## config.mk

```make
export PLATFORM = sky130hd
export DESIGN_NAME = dsp_preadd_mult_flat
export DESIGN_NICKNAME = d
export VERILOG_FILES = /design/src/rtl/dsp48a1_pkg.sv /design/src/rtl/dsp_preadd_mult_if.sv /design/src/rtl/dsp_pipe_reg.sv /design/src/rtl/dsp_preadd_mult.sv /design/src/flat_wrapper.sv
export SDC_FILE = /design/constraint.sdc
export NUM_CORES = 1
export LEC_CHECK = 0
export ABC_AREA = 1
export CAP_MARGIN = 20
export CORE_ASPECT_RATIO = 0.7
export CORE_MARGIN = 10
export CORE_UTILIZATION = 35
export DETAILED_ROUTE_END_ITERATION = 10
export HOLD_SLACK_MARGIN = 0.06
export PLACE_DENSITY = 0.52
export SETUP_SLACK_MARGIN = 0.02
export SLEW_MARGIN = 0
export SYNTH_ARGS = -nofsm -noshare
export SYNTH_HDL_FRONTEND = slang
export SYNTH_SLANG_ARGS = --single-unit
```

## constraint.sdc

```tcl
create_clock -name CLK -period 16.2 [get_ports CLK]
set_input_delay 1.62 -clock CLK [delete_from_list [all_inputs] [get_ports CLK]]
set_output_delay 1.62 -clock CLK [all_outputs]
set_load 0.02 [all_outputs]
```

## src/rtl/dsp48a1_pkg.sv

```systemverilog
// -----------------------------------------------------------------------------
// dsp48a1_pkg
// Shared widths, OPMODE bit positions and the pre-adder helper for the
// DSP48A1 datapath blocks.
//   A_W/B_W/D_W : operand widths (18)
//   M_W         : full signed product width (36)
//   OP_*        : OPMODE bit indices
// -----------------------------------------------------------------------------
package dsp48a1_pkg;

  localparam int A_W = 18;
  localparam int B_W = 18;
  localparam int D_W = 18;
  localparam int M_W = 36;

  localparam int OP_PREADD_SUB = 1;  // 0: D+B, 1: D-B
  localparam int OP_PREADD_EN  = 0;  // 1: feed pre-adder result, 0: pass B

  // 18-bit two's-complement pre-adder; carry/borrow out is simply dropped.
  function automatic logic [B_W-1:0] preadd(
    input logic [D_W-1:0] d,
    input logic [B_W-1:0] b,
    input logic           sub
  );
    logic [B_W-1:0] r;
    if (sub) begin
      r = d - b;
    end else begin
      r = d + b;
    end
    return r;
  endfunction

endpackage

```

## src/rtl/dsp_preadd_mult_if.sv

```systemverilog
// -----------------------------------------------------------------------------
// dsp_preadd_mult_if
// Operand/result bundle of the pre-adder/multiplier stage.
//   master : drives CE1, CEM, A, B, D, OPMODE, in_valid; observes results
//   slave  : the datapath; consumes operands, drives BCOUT, M, out_valid
// -----------------------------------------------------------------------------
interface dsp_preadd_mult_if;
  import dsp48a1_pkg::*;

  logic           CE1;
  logic           CEM;
  logic [A_W-1:0] A;
  logic [B_W-1:0] B;
  logic [D_W-1:0] D;
  logic [1:0]     OPMODE;
  logic           in_valid;
  logic [B_W-1:0] BCOUT;
  logic [M_W-1:0] M;
  logic           out_valid;

  modport master (
    output CE1, CEM, A, B, D, OPMODE, in_valid,
    input  BCOUT, M, out_valid
  );

  modport slave (
    input  CE1, CEM, A, B, D, OPMODE, in_valid,
    output BCOUT, M, out_valid
  );

endinterface

```

## src/rtl/dsp_pipe_reg.sv

```systemverilog
// -----------------------------------------------------------------------------
// dsp_pipe_reg
// One optional pipeline register with clock enable. REG=1 gives a register
// cleared by the async active-low RST; REG=0 is a plain wire and ignores
// CLK/CE/RST.
//   CLK  : rising-edge clock
//   RST  : async active-low reset
//   CE   : capture enable
//   d_i  : next value
//   q_o  : registered (or bypassed) value
// -----------------------------------------------------------------------------
module dsp_pipe_reg #(
  parameter int WIDTH = 1,
  parameter bit REG   = 1'b1
) (
  input  logic             CLK,
  input  logic             RST,
  input  logic             CE,
  input  logic [WIDTH-1:0] d_i,
  output logic [WIDTH-1:0] q_o
);

  generate
    if (REG) begin : g_reg
      logic [WIDTH-1:0] data_q;

      // Enabled capture; holds when CE is low.
      always_ff @(posedge CLK or negedge RST) begin
        if (!RST) begin
          data_q <= '0;
        end else if (CE) begin
          data_q <= d_i;
        end else begin
          data_q <= data_q;
        end
      end

      assign q_o = data_q;
    end else begin : g_bypass
      // Clock, enable and reset have no role in the bypassed form.
      logic unused_ctrl_s;
      assign unused_ctrl_s = CLK ^ RST ^ CE;
      assign q_o = d_i;
    end
  endgenerate

endmodule

```

## src/rtl/dsp_preadd_mult.sv

```systemverilog
// -----------------------------------------------------------------------------
// dsp_preadd_mult
// Pre-adder + signed 18x18 multiplier stage of the DSP48A1 slice with
// optional stage-1 (A1/B1) and M registers, each carrying a valid tag.
//   CLK        : rising-edge clock
//   RST        : async active-low reset, clears all registers
//   bus.CE1    : enable for A1/B1/V1
//   bus.CEM    : enable for M/V2
//   bus.A/B/D  : signed 18-bit operands
//   bus.OPMODE : [1] pre-add subtract, [0] use pre-adder result
//   bus.in_valid  : sample tag in
//   bus.BCOUT  : B1 cascade output
//   bus.M      : 36-bit signed product A1*B1
//   bus.out_valid : tag aligned with M
// -----------------------------------------------------------------------------
module dsp_preadd_mult #(
  parameter bit REG1 = 1'b1,
  parameter bit MREG = 1'b1
) (
  input logic               CLK,
  input logic               RST,
  dsp_preadd_mult_if.slave  bus
);
  import dsp48a1_pkg::*;

  logic [B_W-1:0] pre_s;
  logic [B_W-1:0] b1_d;
  logic [A_W-1:0] a1_q;
  logic [B_W-1:0] b1_q;
  logic           v1_q;
  logic [M_W-1:0] m_d;
  logic [M_W-1:0] m_q;
  logic           v2_q;

  // Pre-adder and B1 operand select; OPMODE travels with its own operands.
  always_comb begin
    pre_s = preadd(bus.D, bus.B, bus.OPMODE[OP_PREADD_SUB]);
    if (bus.OPMODE[OP_PREADD_EN]) begin
      b1_d = pre_s;
    end else begin
      b1_d = bus.B;
    end
  end

  dsp_pipe_reg #(.WIDTH(A_W), .REG(REG1)) u_a1 (
    .CLK(CLK), .RST(RST), .CE(bus.CE1), .d_i(bus.A), .q_o(a1_q)
  );

  dsp_pipe_reg #(.WIDTH(B_W), .REG(REG1)) u_b1 (
    .CLK(CLK), .RST(RST), .CE(bus.CE1), .d_i(b1_d), .q_o(b1_q)
  );

  dsp_pipe_reg #(.WIDTH(1), .REG(REG1)) u_v1 (
    .CLK(CLK), .RST(RST), .CE(bus.CE1), .d_i(bus.in_valid), .q_o(v1_q)
  );

  // Full-precision signed product; both operands sign-extend to 36 bits.
  always_comb begin
    m_d = $signed(a1_q) * $signed(b1_q);
  end

  dsp_pipe_reg #(.WIDTH(M_W), .REG(MREG)) u_m (
    .CLK(CLK), .RST(RST), .CE(bus.CEM), .d_i(m_d), .q_o(m_q)
  );

  dsp_pipe_reg #(.WIDTH(1), .REG(MREG)) u_v2 (
    .CLK(CLK), .RST(RST), .CE(bus.CEM), .d_i(v1_q), .q_o(v2_q)
  );

  assign bus.BCOUT     = b1_q;
  assign bus.M         = m_q;
  assign bus.out_valid = v2_q;

endmodule
```

## src/flat_wrapper.sv

```systemverilog
// flat-port wrapper written by rule: the top's interface ports become plain ports
module dsp_preadd_mult_flat import dsp48a1_pkg::*;
#(
  parameter bit REG1 = 1'b1,
  parameter bit MREG = 1'b1
)
  (CLK, RST, bus_CE1, bus_CEM, bus_A, bus_B, bus_D, bus_OPMODE, bus_in_valid, bus_BCOUT, bus_M, bus_out_valid);
  dsp_preadd_mult_if bus_i ();
  input logic CLK;
  input logic RST;
  input wire logic [$bits(bus_i.CE1)-1:0] bus_CE1;
  input wire logic [$bits(bus_i.CEM)-1:0] bus_CEM;
  input wire logic [$bits(bus_i.A)-1:0] bus_A;
  input wire logic [$bits(bus_i.B)-1:0] bus_B;
  input wire logic [$bits(bus_i.D)-1:0] bus_D;
  input wire logic [$bits(bus_i.OPMODE)-1:0] bus_OPMODE;
  input wire logic [$bits(bus_i.in_valid)-1:0] bus_in_valid;
  output wire logic [$bits(bus_i.BCOUT)-1:0] bus_BCOUT;
  output wire logic [$bits(bus_i.M)-1:0] bus_M;
  output wire logic [$bits(bus_i.out_valid)-1:0] bus_out_valid;
  assign bus_i.CE1 = bus_CE1;
  assign bus_i.CEM = bus_CEM;
  assign bus_i.A = bus_A;
  assign bus_i.B = bus_B;
  assign bus_i.D = bus_D;
  assign bus_i.OPMODE = bus_OPMODE;
  assign bus_i.in_valid = bus_in_valid;
  assign bus_BCOUT = bus_i.BCOUT;
  assign bus_M = bus_i.M;
  assign bus_out_valid = bus_i.out_valid;
  dsp_preadd_mult #(.REG1(REG1), .MREG(MREG)) u_core (.CLK(CLK), .RST(RST), .bus(bus_i));
endmodule
```

==> results of run 1 <==
==> per-stage QoR <==
stage	setup WS [ps]	hold slack, ps
after global routing	9190	509
after floorplan	10290	488
final	9640	472
after global placement	9790	461
after CTS	9670	479
after detailed placement	9690	462
==> state kept, by name, summed over array words and instances, names as in the netlist <==
name             flops
u_core.u_a1.q_o     18
u_core.u_v1.q_o      1
u_core.u_b1.q_o     18
u_core.u_v2.q_o      1
u_core.u_m.q_o      36
==> how the worst min path moves through the flow <==
| stage | from | endpoint | depth (start not counted) |
|---|---|---|---|
| 2_1_floorplan | u_core.u_v1.q_o$_DFFE_PN0P_ | u_core.u_v1.q_o$_DFFE_PN0P_ | 2 |
| 3_3_place_gp | u_core.u_m.q_o[5]$_DFFE_PN0P_ | u_core.u_m.q_o[5]$_DFFE_PN0P_ | 2 |
| 3_5_place_dp | u_core.u_m.q_o[3]$_DFFE_PN0P_ | u_core.u_m.q_o[3]$_DFFE_PN0P_ | 2 |
| 4_1_cts | u_core.u_m.q_o[3]$_DFFE_PN0P_ | u_core.u_m.q_o[3]$_DFFE_PN0P_ | 2 |
| 5_1_grt | u_core.u_m.q_o[22]$_DFFE_PN0P_ | u_core.u_m.q_o[22]$_DFFE_PN0P_ | 2 |
| 6_report | u_core.u_m.q_o[3]$_DFFE_PN0P_ | u_core.u_m.q_o[3]$_DFFE_PN0P_ | 2 |
==> worst max-delay path: cells and delay by family (launching register included) <==
kind / cells / cell delay (ps)
buffers and inverters: 5 / 450
adder cells (fa/ha/maj): 7 / 3740
flip-flops: 1 / 890
AND/OR/NAND/NOR: 10 / 1370
==> kinds of logic (layout without fill, tap and decap cells) <==
group,Yosys count,after routing
AND/OR/NAND/NOR,943,943
XOR/XNOR,31,31
AO/OA/AOI/OAI,134,134
buffers and inverters,770,817
flip-flops,74,74
adder cells (fa/ha/maj),441,441
==> metal layers <==
layer / vias up / global-route usage [%]
li1: 6900 / -
met1: 7221 / 24.4
met2: 280 / 29.3
met3: 48 / 2.23
met4: 0 / 4.58
met5: - / 0
==> cell type report <==
class,count,area (sq um)
Clock inverter,6,97.6
Multi-Input combinational cell,1549,12800
Fill cell,5268,29900
Clock buffer,10,239
Sequential cell,74,1850
Timing Repair Buffer,122,1200
Tap cell,665,832
Inverter,679,2550
==> cell usage in the layout (no fill, tap or decap), types with 2 or more instances in the layout <==
cell,instances
a21o_1,2
a21oi_1,67
a31oi_1,2
and2_1,2
and2_2,2
buf_4,8
bufinv_16,2
clkbuf_16,9
clkdlybuf4s50_1,114
clkinv_1,2
clkinv_4,2
dfrtp_1,74
fa_1,330
ha_1,111
inv_1,676
nand2_1,706
nand2_2,9
nand3_1,80
nand3_2,2
nand3b_1,5
nand4_1,10
nor2_1,107
nor2_2,6
nor3_1,7
o21ai_0,46
o21ai_2,2
o21bai_1,9
or2_1,4
xnor2_1,10
xor2_1,21
==> metrics.yaml, run 1 <==
place:
  dp_hpwl_mm: 41.9
  dpl-instance-area_sq_um: 19200
  port_buffers: 115
  gp_congestion: 0.939
  dp_cells: 3089
worst_setup_path:
  crit_path_start_kind: "register"
  startpoint: "u_core.u_b1.q_o[3]$_DFFE_PN0P_"
  ff2ff_setup_slack_ps: 9640
  path_common_cell: "nand2_1"
  crit_required_ps: 16480
  arrival_ps: 6830
  crit_end: "u_core.u_m.q_o[33]$_DFFE_PN0P_"
  critPathMaxFanout: 20
  r2r_cells: 22
  r2r_end: "u_core.u_m.q_o[33]$_DFFE_PN0P_"
  critPathCaptureType: "register"
  rr_startpoint: "u_core.u_b1.q_o[3]$_DFFE_PN0P_"
  cp_slowest_cell: "dfrtp_1"
  crit_path_max_incr_delay_ps: 890
  path_cells: "nand2_1 -> fa_1 -> inv_1 -> fa_1 -> inv_1 -> fa_1 -> inv_1 -> fa_1 -> fa_1 -> inv_1 -> fa_1 -> inv_1 -> ha_1 -> nand2_1 -> nor2_1 -> nand2_1 -> nor4_1 -> nand2_1 -> nand2_1 -> nand2_1 -> nand3_1 -> nand2_1"
  criticalPathCategory: "register to register"
logic_synthesis:
  synth_top_cell_by_area: "fa_1"
  ys_types: 39
  synth_compound_area_share_pct: 4.13
  seq_area_frac_synth_pct: 10.6
  yosys_warnings: 0
  syn_area_sq_um: 17500
  ys_ff_latch: 74
  synth_xor_area_share_pct: 1.55
  synthFlopType: "dfrtp_1"
  synth_cells: 2393
  avgSynthCellArea_sq_um: 7.32
  synth_mux_area_share_pct: 0
  syn_nets: 2895
  synthSimpleGateAreaFrac_pct: 21.6
  synth_area_leaders: "fa_1 38%, nand2_1 15%, inv_1 14%"
  ys_async_sr_fraction_pct: 100
  synth_top_family_by_area: "adder cells"
  netlist.area_leader.share_pct: 37.7
  yosys-top-cells-count: "706 x nand2_1, 676 x inv_1, 330 x fa_1"
  synth-adder-area-share_pct: 45.6
  synth_edf_count: 0
  yosysMostFrequentCell: "nand2_1"
floorplanning:
  die_h_um: 207
  io_pins: 116
  row_count: 68
  die_area_sq_um: 59600
  die_x_um: 287
  initial_core_util_pct: 35.4
  core_sq_um: 49400
timing:
  period_share_pct: 40.5
  slew_headroom_pct: 35.2
  final-setup-viol-count: 0
  rsz0062_at_grt: "no"
  report.final.slew_viol_count: 0
  tightest_slew_ps: 972
  skew_ps: 15.6
  max_freq_mhz: 152
  finalSetupTns_ps: 0
  period_needed_ps: 6560
  hold_viol: 0
clock_tree:
  numCtsBuffers: 9
  ctsResizeCount: 0
  cts_buffer_depth: 2
  post_cts_buffers: 0
  cts_tree: "built"
  clk_pin_slew_ps: 70
  clock_latency_ps: 380
  cts_root_buffer: "clkbuf_16"
  postCtsHoldBufs: 0
  clkSinkCount: 74
  h-tree-depth: 3
route:
  drt_first_pass_iters: 5
  dr_wl_met3_mm: 2.16
  route.detailed.wl_per_inst_um: 16.3
  wl_met2_mm: 23.9
  vias_per_cell: 4.65
  top_layer: "met4"
  ant_nets: 0
  dr_total_vias: 14400
  drtIter0Drc: 1041
  drt-total-wl_mm: 50.8
  wl_met1_mm: 23.6
  drc: 0
global_routing:
  grt_max_degree: 65
  grt_pass1_wl_mm: 84.5
  grt_usage_pct: 17.8
  grt_overflow: 0
  antenna_found_initial: 1
  grt_pass1_vias: 15400
status:
  status: "finished clean"
cells_and_area:
  synthToLayoutAreaGrowth_pct: 11.5
  nets: 2937
  design_area_sq_um: 19500
  fin_util_pct: 39.5
  final_cells: 3105
  drive_above_1_share_pct: 2.05
  antenna_cells: 0
hold_path:
  hold_class: "register to register"
flow_run:
  drv_cap: 0
Power of run 1 is left out: the tool's default activity adds up to more than one toggle a clock period on the data nets, which glitch-free logic cannot reach.
==> run 2: changes to the inputs <==
--- a/config.mk
+++ b/config.mk
@@ -12,7 +12,7 @@
 export CORE_UTILIZATION = 35
 export DETAILED_ROUTE_END_ITERATION = 10
 export HOLD_SLACK_MARGIN = 0.06
-export PLACE_DENSITY = 0.52
+export PLACE_DENSITY = 0.54
 export SETUP_SLACK_MARGIN = 0.02
 export SLEW_MARGIN = 0
 export SYNTH_ARGS = -nofsm -noshare
==> constraint.sdc (replaced) <==
create_clock -name CLK -period 5.7 [get_ports CLK]
set_input_delay 0.57 -clock CLK [delete_from_list [all_inputs] [get_ports CLK]]
set_output_delay 0.57 -clock CLK [all_outputs]
set_load 0.02 [all_outputs]
==> run 2 against run 1 <==
- first-iteration DRC count is 3.4% lower
- highest routed layer unchanged
- register-to-register slack got worse by 9400 ps
- global-route usage rose by 0.12 points
- largest cell class unchanged
- routed wire length grew 1.3%
==> metrics.yaml, run 2 (same netlist as run 1, synthesis figures left out) <==
status:
  status: "finished clean"
route:
  drtIter0Drc: 1006
  drt_first_pass_iters: 5
  drc: 0
  top_layer: "met4"
  route.detailed.wl_per_inst_um: 15.8
  vias_per_cell: 4.58
  dr_wl_met3_mm: 2.88
  ant_nets: 0
  drt-total-wl_mm: 51.4
  dr_total_vias: 14900
  wl_met2_mm: 23.8
  wl_met1_mm: 24.0
floorplanning:
  row_count: 68
  io_pins: 116
  initial_core_util_pct: 35.4
  core_sq_um: 49400
  die_area_sq_um: 59600
  die_x_um: 287
  die_h_um: 207
worst_setup_path:
  critPathCaptureType: "register"
  criticalPathCategory: "register to register"
  crit_buf_inv: 9
  crit_family: "adder cells"
  crit_required_ps: 5960
  crit_path_start_kind: "register"
  critPathMaxFanout: 18
  arrival_ps: 5750
  cp_slowest_cell: "fa_1"
  crit_path_max_incr_delay_ps: 550
global_routing:
  grt_max_degree: 66
  grt_pass1_vias: 15800
  antenna_found_initial: 0
  grt_pass1_wl_mm: 85.6
  grt_overflow: 0
  grt_usage_pct: 17.9
clock_tree:
  clock_latency_ps: 370
  clkSinkCount: 74
  cts_buffer_depth: 2
  numCtsBuffers: 9
  clk_pin_slew_ps: 70
  h-tree-depth: 3
  cts_tree: "built"
  cts_root_buffer: "clkbuf_16"
timing:
  max_freq_mhz: 182
  period_needed_ps: 5490
  hold_viol: 0
  slew_headroom_pct: 34.2
  setup_ws_ps: 211
  rsz0062_at_grt: "yes"
  report.final.slew_viol_count: 0
  final-setup-viol-count: 0
  skew_ps: 7.41
  period_share_pct: 96.3
  tightest_slew_ps: 987
cells_and_area:
  final_common_cell: "nand2_1"
  nets: 3093
  drive_above_1_share_pct: 12.3
  antenna_cells: 0
  synthToLayoutAreaGrowth_pct: 22.6
  fill_cells: 5077
  largest_register_ff_count: 36
  final_cell_mix: "690 x nand2_1, 669 x inv_1, 321 x fa_1"
hold_path:
  hold_class: "register to register"
place:
  port_buffers: 115
  gp_congestion: 0.919
  place_ws_ps: -137
  dp_hpwl_mm: 44.3
flow_run:
  drv_cap: 0
[run 2: metal layers]
metal | vias up | track usage (%)
met5 | - | 0
met4 | 0 | 3.22
met3 | 35 | 2.68
met2 | 374 | 29.0
met1 | 7319 | 25.2
li1 | 7214 | -
[run 2: tightest hold or removal path, stage by stage (launching register included)]
cell and delay (ps):
dfrtp_1 340, nand2_1 50, nand2_1 50
[run 2: worst paths after layout]
kind / end / cells past startpoint / slack (ps) / from
min reg2reg: u_core.u_m.q_o[4]$_DFFE_PN0P_ / 2 / 470 / u_core.u_m.q_o[4]$_DFFE_PN0P_
max in group asynchronous: u_core.u_a1.q_o[17]$_DFFE_PN0P_ / 3 / 3870 / RST
max reg2reg: u_core.u_m.q_o[26]$_DFFE_PN0P_ / 26 / 210 / u_core.u_b1.q_o[6]$_DFFE_PN0P_
min in group asynchronous: u_core.u_m.q_o[7]$_DFFE_PN0P_ / 2 / 560 / RST
max: u_core.u_m.q_o[26]$_DFFE_PN0P_ / 26 / 210 / u_core.u_b1.q_o[6]$_DFFE_PN0P_
min: u_core.u_m.q_o[4]$_DFFE_PN0P_ / 2 / 470 / u_core.u_m.q_o[4]$_DFFE_PN0P_
[run 2: final cells by class]
cell class | instances | area, sq um | share of cell area [%]
Multi-Input combinational cell | 1549 | 13300 | 61.7
Sequential cell | 74 | 1870 | 8.71
Timing Repair Buffer | 278 | 2640 | 12.3
Tap cell | 665 | 832 | 3.87
Clock buffer | 11 | 253 | 1.18
Clock inverter | 5 | 85.1 | 0.396
Inverter | 679 | 2550 | 11.9
[run 2: per-stage QoR]
step | area (sq um) | utilization [%] | hold slack [ps] | instances | TNS, ps
CTS | 20800 | 42.1 | 476 | 3241 | 0
floorplan | 17500 | - | 274 | 2393 | 0
finish | 21500 | 43.5 | 472 | 3261 | 0
global placement | 20400 | 41.4 | 408 | 3224 | -74.8
global route | 21500 | 43.5 | 498 | 3261 | -72.8
detailed placement | 20400 | 41.4 | 413 | 3224 | -252
[run 2: repair_timing]
action                                  4_1_cts  5_1_grt
gates resized for setup                       8      134
hold buffers                                  1        0
buffers inserted                              0       20
hold endpoints to repair                      9        0
pin swaps                                     1       20
endpoints found under the setup margin        6       22
Power of run 2 is left out for the same reason.
==> run 3: changes to the inputs <==
--- a/config.mk
+++ b/config.mk
@@ -9,10 +9,11 @@
 export CAP_MARGIN = 20
 export CORE_ASPECT_RATIO = 0.7
 export CORE_MARGIN = 10
-export CORE_UTILIZATION = 35
+export CORE_UTILIZATION = 53
 export DETAILED_ROUTE_END_ITERATION = 10
+export GPL_TIMING_DRIVEN = 0
 export HOLD_SLACK_MARGIN = 0.06
-export PLACE_DENSITY = 0.54
+export PLACE_DENSITY = 0.76
 export SETUP_SLACK_MARGIN = 0.02
 export SLEW_MARGIN = 0
 export SYNTH_ARGS = -nofsm -noshare
==> run 3 against run 2 <==
- critical endpoint is now u_core.u_m.q_o[33]$_DFFE_PN0P_
- final cell count fell by 7.7%
- die area down 31%
- cell area fell by 1.6%
- routed wire length increased by 11%
- register-to-register slack got worse by 60 ps
- flip-flop and latch count did not move
- maximum frequency decreased by 1.1%
- global-route usage increased by 10 points
- sequential share of layout area rose by 0.27 points
- non-clock buffer count is 11 lower
- hold slack worse by 300 ps
==> metrics.yaml, run 3 (same netlist as run 1, synthesis figures left out) <==
status:
  status: "finished clean"
cells_and_area:
  largest_register_ff_count: 36
  drive_above_1_share_pct: 12.9
  synthToLayoutAreaGrowth_pct: 20.6
  final_common_cell: "nand2_1"
  final_cell_mix: "672 x nand2_1, 659 x inv_1, 324 x fa_1"
  nets: 3082
  antenna_cells: 0
  design_area_sq_um: 21100
  final_cells: 3011
floorplanning:
  die_h_um: 172
  initial_core_util_pct: 53.9
  die_area_sq_um: 40800
  row_count: 55
  io_pins: 116
  core_sq_um: 32500
  die_x_um: 237
worst_setup_path:
  r2r_end: "u_core.u_m.q_o[33]$_DFFE_PN0P_"
  critPathCaptureType: "register"
  cp_slowest_cell: "fa_1"
  criticalPathCategory: "register to register"
  r2r_cells: 24
  path_common_cell: "fa_1"
  rr_startpoint: "u_core.u_a1.q_o[17]$_DFFE_PN0P_"
  crit_path_max_incr_delay_ps: 570
  crit_required_ps: 5980
  critPathMaxFanout: 8
  path_cells: "buf_8 -> nand2_2 -> inv_2 -> fa_1 -> inv_2 -> fa_1 -> inv_2 -> ha_4 -> clkinvlp_4 -> buf_4 -> fa_1 -> fa_1 -> fa_1 -> inv_1 -> ha_4 -> nand2_4 -> nor2_4 -> nand2_4 -> nor4_4 -> nand2_2 -> nand2_1 -> nand2_1 -> nand3_1 -> nand2_1"
  arrival_ps: 5830
  ff2ff_setup_slack_ps: 150
  crit_path_start_kind: "register"
route:
  ant_nets: 0
  dr_total_vias: 15800
  drt_first_pass_iters: 5
  drt-total-wl_mm: 56.8
  vias_per_cell: 5.25
  drtIter0Drc: 1580
  route.detailed.wl_per_inst_um: 18.9
  drc: 0
timing:
  setup_ws_ps: 149
  hold_viol: 0
  report.final.slew_viol_count: 0
  period_share_pct: 97.4
  period_needed_ps: 5550
  skew_ps: 10.1
  tightest_slew_ps: 829
  max_freq_mhz: 180
  rsz0062_at_grt: "yes"
  slew_headroom_pct: 44.7
  final-setup-viol-count: 0
  finalSetupTns_ps: 0
clock_tree:
  h-tree-depth: 3
  cts_root_buffer: "clkbuf_16"
  postCtsHoldBufs: 0
  cts_tree: "built"
  clkSinkCount: 74
  clk_pin_slew_ps: 70
  cts_buffer_depth: 2
  clock_latency_ps: 380
  numCtsBuffers: 9
place:
  dp_cells: 2934
  place_ws_ps: -1150
  gp_congestion: 1.03
  dpl-instance-area_sq_um: 19200
  dp_hpwl_mm: 44.7
  port_buffers: 113
flow_run:
  drv_cap: 0
global_routing:
  grt_usage_pct: 28.3
  grt_pass1_wl_mm: 87.9
  grt_overflow: 0
  antenna_found_initial: 1
  grt_max_degree: 39
  grt_pass1_vias: 16000
hold_path:
  hold_class: "input port to asynchronous set/reset pin"
==> run 3: layer usage <==
layer | share of wire, % | track usage [%] | vias up | routed length (um)
li1 | - | - | 7216 | -
met5 | 0 | 0 | - | 0
met1 | 41 | 37.0 | 7762 | 23400
met2 | 44 | 43.1 | 739 | 24800
met3 | 13 | 10.9 | 89 | 7130
met4 | 2.5 | 8.06 | 0 | 1430
==> run 3: timing repair <==
action / 4_1_cts / 5_1_grt
pin swaps: 4 / 48
resized for setup: 120 / 197
setup buffers: 44 / 51
endpoints found under the setup margin: 26 / 23
cloned: 0 / 1
==> run 3: final cells by class <==
class / count / area [sq um]
inverters: 679 / 2560
multi-input cells: 1549 / 13400
repair buffers: 210 / 2000
clock inverters: 6 / 42.5
plain buffers: 57 / 434
well taps: 427 / 534
flip-flops and latches: 74 / 1900
fillers: 2820 / 11300
clock buffers: 9 / 225
==> run 3: worst max-delay path, delay by kind of cell, from the launching register on <==
family / cells / cell delay, ps
fa+ha+maj: 7 / 3190
simple gates: 10 / 1060
buf+inv: 7 / 740
flops: 1 / 460
==> run 3: metrics by stage <==
stage | util [%] | hold slack [ps]
floorplan | - | 274
global placement | 59.1 | 458
detailed placement | 59.2 | 459
CTS | 61.5 | 178
global route | 65.1 | 210
finish | 65.1 | 167
==> run 3: worst max-delay path by stage <==
stage	startpoint	to	cells after the start	slack, ps
4_1_cts	u_core.u_a1.q_o[17]$_DFFE_PN0P_	u_core.u_m.q_o[33]$_DFFE_PN0P_	25	5
2_1_floorplan	u_core.u_b1.q_o[5]$_DFFE_PN0P_	u_core.u_m.q_o[33]$_DFFE_PN0P_	24	40
6_report	u_core.u_a1.q_o[17]$_DFFE_PN0P_	u_core.u_m.q_o[33]$_DFFE_PN0P_	24	150
3_3_place_gp	u_core.u_a1.q_o[17]$_DFFE_PN0P_	u_core.u_m.q_o[33]$_DFFE_PN0P_	22	-1100
3_5_place_dp	u_core.u_a1.q_o[17]$_DFFE_PN0P_	u_core.u_m.q_o[33]$_DFFE_PN0P_	22	-1150
5_1_grt	u_core.u_a1.q_o[17]$_DFFE_PN0P_	u_core.u_m.q_o[33]$_DFFE_PN0P_	24	-70
Power of run 3 is left out for the same reason.
